`config.mk`:
```
export PLATFORM = sky130hd
export DESIGN_NAME = parking_spot_sensor_filter
export DESIGN_NICKNAME = d
export VERILOG_FILES = /design/src/rtl/parking_pkg.sv /design/src/rtl/parking_spot_debounce.sv /design/src/rtl/parking_spot_sensor_filter.sv
export SDC_FILE = /design/constraint.sdc
export NUM_CORES = 1
export LEC_CHECK = 0
export BUFFER_PORTS_ARGS = -buffer_cell sky130_fd_sc_hd__buf_2
export CAP_MARGIN = 10
export CORE_UTILIZATION = 37
export DETAILED_ROUTE_END_ITERATION = 7
export PLACE_DENSITY = 0.63
export SLEW_MARGIN = 10
export SYNTH_ARGS = -nofsm -noshare
export SYNTH_HDL_FRONTEND = slang
export SYNTH_SLANG_ARGS = --single-unit
```
`constraint.sdc`:
```
create_clock -name clk -period 1.8 [get_ports clk]
set_clock_uncertainty 0.05 [all_clocks]
set_input_delay 0.09 -clock clk [delete_from_list [all_inputs] [get_ports clk]]
set_output_delay 0.09 -clock clk [all_outputs]
set_load 0.02 [all_outputs]
```
`src/rtl/parking_pkg.sv`:
```
// Shared parking constants and types, also used by the capacity counter.
package parking_pkg;

    localparam int unsigned NUM_SPOTS       = 8;
    localparam int unsigned DEBOUNCE_CYCLES = 4;
    localparam int unsigned CNT_W           = 4;

    typedef logic [NUM_SPOTS-1:0] spot_vec_t;

    // Edges after reset release before occupancy is trustworthy: two
    // synchroniser stages plus one full debounce window.
    function automatic int unsigned settle_edges(input int unsigned debounce_cycles);
        return debounce_cycles + 2;
    endfunction

endpackage

```
`src/rtl/parking_spot_debounce.sv`:
```
// One spot: 2-flop synchroniser, debounce counter, committed level and
// registered arrive/depart pulses.
module parking_spot_debounce #(
    parameter int unsigned DebounceCycles = parking_pkg::DEBOUNCE_CYCLES,
    parameter int unsigned CntW           = parking_pkg::CNT_W
) (
    input  logic clk_i,
    input  logic rst_ni,
    input  logic sensor_i,
    output logic level_o,
    output logic arrive_o,
    output logic depart_o
);

    localparam logic [CntW-1:0] CntLast = CntW'(DebounceCycles - 1);

    logic            sync1_q, sync2_q;
    logic [CntW-1:0] cnt_q, cnt_d;
    logic            level_q, level_d;
    logic            arrive_q, arrive_d;
    logic            depart_q, depart_d;

    // Synchroniser: sensor is asynchronous to clk_i.
    always_ff @(posedge clk_i or negedge rst_ni) begin
        if (!rst_ni) begin
            sync1_q <= 1'b0;
            sync2_q <= 1'b0;
        end else begin
            sync1_q <= sensor_i;
            sync2_q <= sync1_q;
        end
    end

    // Debounce: commit a new level only after it has held for DebounceCycles.
    always_comb begin
        cnt_d    = cnt_q;
        level_d  = level_q;
        arrive_d = 1'b0;
        depart_d = 1'b0;
        if (sync2_q == level_q) begin
            cnt_d = '0;
        end else if (cnt_q == CntLast) begin
            level_d  = sync2_q;
            cnt_d    = '0;
            arrive_d = sync2_q;
            depart_d = ~sync2_q;
        end else begin
            cnt_d = cnt_q + 1'b1;
        end
    end

    // Debounce state and pulse registers.
    always_ff @(posedge clk_i or negedge rst_ni) begin
        if (!rst_ni) begin
            cnt_q    <= '0;
            level_q  <= 1'b0;
            arrive_q <= 1'b0;
            depart_q <= 1'b0;
        end else begin
            cnt_q    <= cnt_d;
            level_q  <= level_d;
            arrive_q <= arrive_d;
            depart_q <= depart_d;
        end
    end

    assign level_o  = level_q;
    assign arrive_o = arrive_q;
    assign depart_o = depart_q;

endmodule

```
`src/rtl/parking_spot_sensor_filter.sv`:
```
// Per-spot sensor synchronise/debounce array with event pulses and a
// post-reset validity flag feeding the capacity counter.
module parking_spot_sensor_filter #(
    parameter int unsigned NUM_SPOTS       = parking_pkg::NUM_SPOTS,
    parameter int unsigned DEBOUNCE_CYCLES = parking_pkg::DEBOUNCE_CYCLES,
    parameter int unsigned CNT_W           = parking_pkg::CNT_W
) (
    input  logic                 clk,
    input  logic                 rst_n,
    input  logic [NUM_SPOTS-1:0] sensor_in,
    output logic [NUM_SPOTS-1:0] occupancy,
    output logic [NUM_SPOTS-1:0] arrive_pulse,
    output logic [NUM_SPOTS-1:0] depart_pulse,
    output logic                 change,
    output logic                 occupancy_valid
);

    import parking_pkg::*;

    localparam int unsigned SettleEdges = settle_edges(DEBOUNCE_CYCLES);
    localparam int unsigned VldW        = $clog2(SettleEdges + 1);
    localparam logic [VldW-1:0] VldLast = VldW'(SettleEdges - 1);

    logic [VldW-1:0] vld_cnt_q, vld_cnt_d;
    logic            valid_q, valid_d;

    for (genvar i = 0; i < NUM_SPOTS; i++) begin : g_spot
        parking_spot_debounce #(
            .DebounceCycles (DEBOUNCE_CYCLES),
            .CntW           (CNT_W)
        ) u_spot (
            .clk_i    (clk),
            .rst_ni   (rst_n),
            .sensor_i (sensor_in[i]),
            .level_o  (occupancy[i]),
            .arrive_o (arrive_pulse[i]),
            .depart_o (depart_pulse[i])
        );
    end

    // Pulses are already registered, so change is a plain OR in the same cycle.
    assign change = |(arrive_pulse | depart_pulse);

    // Settle timer: counts edges since release, then latches valid until reset.
    always_comb begin
        vld_cnt_d = vld_cnt_q;
        valid_d   = valid_q;
        if (!valid_q) begin
            vld_cnt_d = vld_cnt_q + 1'b1;
            if (vld_cnt_q == VldLast) begin
                valid_d = 1'b1;
            end
        end
    end

    // Settle timer registers.
    always_ff @(posedge clk or negedge rst_n) begin
        if (!rst_n) begin
            vld_cnt_q <= '0;
            valid_q   <= 1'b0;
        end else begin
            vld_cnt_q <= vld_cnt_d;
            valid_q   <= valid_d;
        end
    end

    assign occupancy_valid = valid_q;

endmodule

```
After elaboration in Yosys (flattened, before gate mapping). Index checks and enable logic that the tools add are counted.

Register bits: 76. Input port bits: 10. Output and inout port bits: 26. Word-level logic and storage cells: 152.

Add/subtract/negate cells: 9. Eq/ne operators: 17. Muxes and demuxes: 50. Bitwise logic cells: 17. Reductions and logical operators: 9.

Operator list (count): 2-to-1 mux 4 bit (16); 2-to-1 mux 1 bit (34); adder 4 x 1 -> 4 bit (second input constant) (8); == test 4 x 2 -> 1 bit (second input constant) (8); inverter 1 bit (16); AND reduction 2 bit (8); == test 1 bit (8); OR 8 bit (1); OR reduction 8 bit (1); adder 3 x 1 -> 3 bit (second input constant) (1); == test 3 bit (second input constant) (1).

Logic depth before layout (Yosys ltp).
Depth after elaboration: 3. Depth in mapped cells: 3. Gate-level depth less buffers: 3.

By module. From an unflattened synthesis, not the netlist that was laid out.

Cells, all modules: 217. Area, all modules: 3114.2 sq um.

Modules (own cells, without submodules): parking_spot_debounce (times used 8, cells an instance 25, area an instance 364.1 sq um); parking_spot_sensor_filter (times used 1, cells an instance 17, area an instance 201.4 sq um).

Worst setup path after synthesis. No wires, ideal clock.

Path type: reg2reg. Start: reg g_spot[4].u_spot.cnt_q[0]. End: reg g_spot[4].u_spot.level_q. Data arrival time: 1230 ps. Path slack: 395 ps. Stages on the path, launching flop included: 4. Buffers on the path: 0. Period minus slack after synthesis: 1405 ps. Path through: dfrtp_1 > ha_1 > or3b_4 > mux2_4.

Cells in the longest elaborated chain, start to end: 2.

Ends and longest elaborated chain: from (decl) (RTL line parking_spot_debounce.sv:18) `logic [CntW-1:0] cnt_q, cnt_d;`; from (signal assigned) (RTL line parking_spot_debounce.sv:60) `cnt_q <= cnt_d;`; == test 4 x 2 -> 1 bit (RTL line parking_spot_debounce.sv:42) `end else if (cnt_q == CntLast) begin`; AND reduction 2 bit (no source line); to (signal assigned) (RTL line parking_spot_debounce.sv:61) `level_q <= level_d;`; to (decl) (RTL line parking_spot_debounce.sv:19) `logic level_q, level_d;`.

No other way between the ends. A chain may end at the register's enable or synchronous reset.

Worst setup path in the final report.
Start: reg g_spot[0].u_spot.depart_q. End: out change.

Cells in the longest elaborated chain, start to end: 2.

Ends and longest elaborated chain: from (decl) (RTL line parking_spot_debounce.sv:21) `logic depart_q, depart_d;`; from (signal assigned) (RTL line parking_spot_debounce.sv:63) `depart_q <= depart_d;`; OR 8 bit (RTL line parking_spot_sensor_filter.sv:42) `assign change = |(arrive_pulse | depart_pulse);`; OR reduction 8 bit (RTL line parking_spot_sensor_filter.sv:42); to (decl) (RTL line parking_spot_sensor_filter.sv:14) `output logic change,`.

No other way between the ends.

==> results.yml <==
drt:
  wl_per_cell_um: 12.1
  route.final.wire_length_um: 4690
  via_per_inst: 4.76
  vias: 1839
  post-route-drc-count: 0
  first_pass_iters: 4
  postRouteAntennaNets: 0
  drtIter0Drc: 40
floorplanning:
  die_h_um: 94.1
  die_w_um: 94.1
  core_um2: 8220
  initial_core_util_pct: 38.2
  fp-row-count: 33
  ios: 36
  dieArea_um2: 8850
logic_synthesis:
  ys_top_cells_by_area: "dfrtp_1 (61%), buf_4 (5.7%), nor3b_1 (5.5%)"
  yosys.cell_count.top_type: "dfrtp_1"
  synth_seq_cells: 76
  postSynthAreaPerCell_um2: 13.0
  async_flop_share_pct: 100
  synth_top_area_share_pct: 60.7
  yosys_warnings: 0
  synth-edff-count: 0
  synth_flop_cell: "dfrtp_1"
  synthCells: 242
  syn_area_um2: 3140
  synth_top_area_cell: "dfrtp_1"
  synth_nets: 262
  seq_area_frac_synth_pct: 60.7
  synthTopCellsByCount: "dfrtp_1 (76), buf_4 (24), nor3b_1 (23), a21oi_1 (16), nor4_1 (12)"
  yosysUniqueCellTypes: 26
hold_path:
  hp-class: "input pin to async pin"
sta:
  finalWorstSetupSlack_ns: 0.153
  fmax_ghz: 0.607
  rsz0062_at_grt: "false"
  final.period_utilization_pct: 91.5
  period_needed_ns: 1.65
  slew_violations: 0
  worstMarginPinSlew_ns: 0.448
  hold_ws_ns: 0.184
  setup_violations: 0
  hold_viol_final: 0
  slew_headroom_pct: 70.2
  setup_tns_ns: 0
clock_tree:
  cts_setup_buffers: 0
  clock_sinks: 76
  tritoncts.num_buffers: 9
  clk_pin_slew_ns: 0.08
  cts_tree: "built"
  h-tree-depth: 3
  ctsLongestPathBuffers: 2
  clock_latency_ns: 0.34
  cts_root_buf: "clkbuf_8"
critical_path:
  slowest_delay_ns: 0.38
  cp_max_fo: 2
  end_kind: "output pin"
  arrival_ns: 1.51
  crit_buf_inv: 2
  required_ns: 1.66
  path_cells: "nor4_1 > buf_4 > nand4_1 > buf_2"
  worst-r2r-setup-slack_ns: 0.33
  cp_slowest_cell: "dfrtp_1"
  cp_top_family: "simple AND/OR/NAND/NOR gates"
  crit_type: "register to output pin"
  startpoint_type: "register"
global_route:
  grt_max_degree: 44
  track_usage_pct: 12.2
  gr-total-overflow: 0
  grt_pass1_vias: 1767
  grt_pass1_wl_um: 8020
  antenna_found_initial: 0
placement:
  placed_area_um2: 3300
  dp_hpwl_um: 3130
  globalplace.congestion: 0.746
  io_buffers: 35
  pre_cts_ws_ns: 0.333
pwr:
  total_power_uw: 4800
  power_density_nw_per_um2: 1330
  power_leakage_uw: 0.00164
  ir_worst_vdd_mv: 0.581
cells_and_area:
  fillers: 769
  areaGrowthSynthToFinish_pct: 15.5
  final_cell_area_um2: 3620
  drive_above_1_share_pct: 24.2
  n_antenna_cell: 0
  nets: 296
outcome:
  status: "finished, final reports clean"
run:
  cap_violations: 0
-- metal layers --
metal,global-route usage [%],up-vias,part of all wire (%)
li1,-,907,-
met1,15.3,891,49
met2,18.7,33,45
met3,5.10,8,4.0
met4,5.00,0,1.7
met5,0,-,0
-- layout by cell type, fill, tap and decap left out, types with 7 or more instances in the layout --
master         count
buf_2             34
nand3b_1           8
dlygate4sd3_1      9
nor4_1            12
mux2_2             7
nor2_1             9
and4_1             8
xnor2_1           10
nor2b_1            8
a21oi_1           16
ha_1              10
dfrtp_1           76
clkbuf_8          10
nor3b_1           23
nor3_1             7
-- cell families after synthesis --
| family | count (synthesis) | share of synthesized area (%) |
|---|---|---|
| buf+inv | 25 | 5.87 |
| compound gates | 19 | 3.19 |
| simple gates | 94 | 20.5 |
| xor+xnor | 10 | 2.79 |
| fa+ha+maj | 10 | 3.99 |
| mux | 8 | 2.99 |
| flops | 76 | 60.7 |
-- layout make-up --
type | count | area, um2 | share of cell area [%]
clock buffer | 10 | 138 | 3.80
clock inverter | 6 | 93.8 | 2.59
inverter | 1 | 3.75 | 0.104
multi-input combinational | 141 | 1050 | 29.0
sequential | 76 | 1900 | 52.5
tap | 105 | 131 | 3.63
timing repair buffer | 47 | 303 | 8.36
-- sequential cells by signal, indices dropped and copies added, names as in the netlist --
| signal | flops |
|---|---|
| g_spot.u_spot.cnt_q | 32 |
| g_spot.u_spot.arrive_o | 8 |
| g_spot.u_spot.depart_o | 8 |
| g_spot.u_spot.level_o | 8 |
| g_spot.u_spot.sync1_q | 8 |
| g_spot.u_spot.sync2_q | 8 |
| vld_cnt_q | 3 |
| occupancy_valid | 1 |
-- worst reg2reg max path: cells and delay by family (launching register included) --
family | cells | cell delay (ns)
AND/OR/NAND/NOR | 1 | 0.41
flip-flops | 1 | 0.39
multiplexers | 1 | 0.30
adder cells (fa/ha/maj) | 1 | 0.21
-- stage by stage --
stage,utilization (%),cells
2_1_floorplan,-,242
3_3_place_gp,40.2,361
3_5_place_dp,40.2,361
4_1_cts,44.1,386
5_1_grt,44.1,386
6_report,44.1,386
-- power by group --
part           internal, uW  leakage (uW)  total, uW  switching [uW]
Combinational           525      0.000547       1080             557
Clock                   830      0.000113       1470             640
Sequential             1990      0.000975       2250             266
-- worst paths after layout --
| check | from | end | cells after the start |
|---|---|---|---|
| worst max-delay path | g_spot[0].u_spot.depart_o$_DFF_PN0_ | change | 4 |
| min in group clk | g_spot[5].u_spot.sync1_q$_DFF_PN0_ | g_spot[5].u_spot.sync2_q$_DFF_PN0_ | 0 |
| worst min-delay path | rst_n | g_spot[3].u_spot.cnt_q[0]$_DFF_PN0_ | 2 |
| worst min register to register | g_spot[5].u_spot.sync1_q$_DFF_PN0_ | g_spot[5].u_spot.sync2_q$_DFF_PN0_ | 0 |
| max in group asynchronous | rst_n | g_spot[6].u_spot.depart_o$_DFF_PN0_ | 3 |
| worst max register to register | g_spot[4].u_spot.cnt_q[0]$_DFF_PN0_ | g_spot[4].u_spot.level_o$_DFFE_PN0P_ | 3 |
-- repair_timing --
item,in CTS,in global routing
resized for setup,0,0
hold buffers,9,0
endpoints found under the hold margin,41,0
Power figures use the tool's default switching activity.
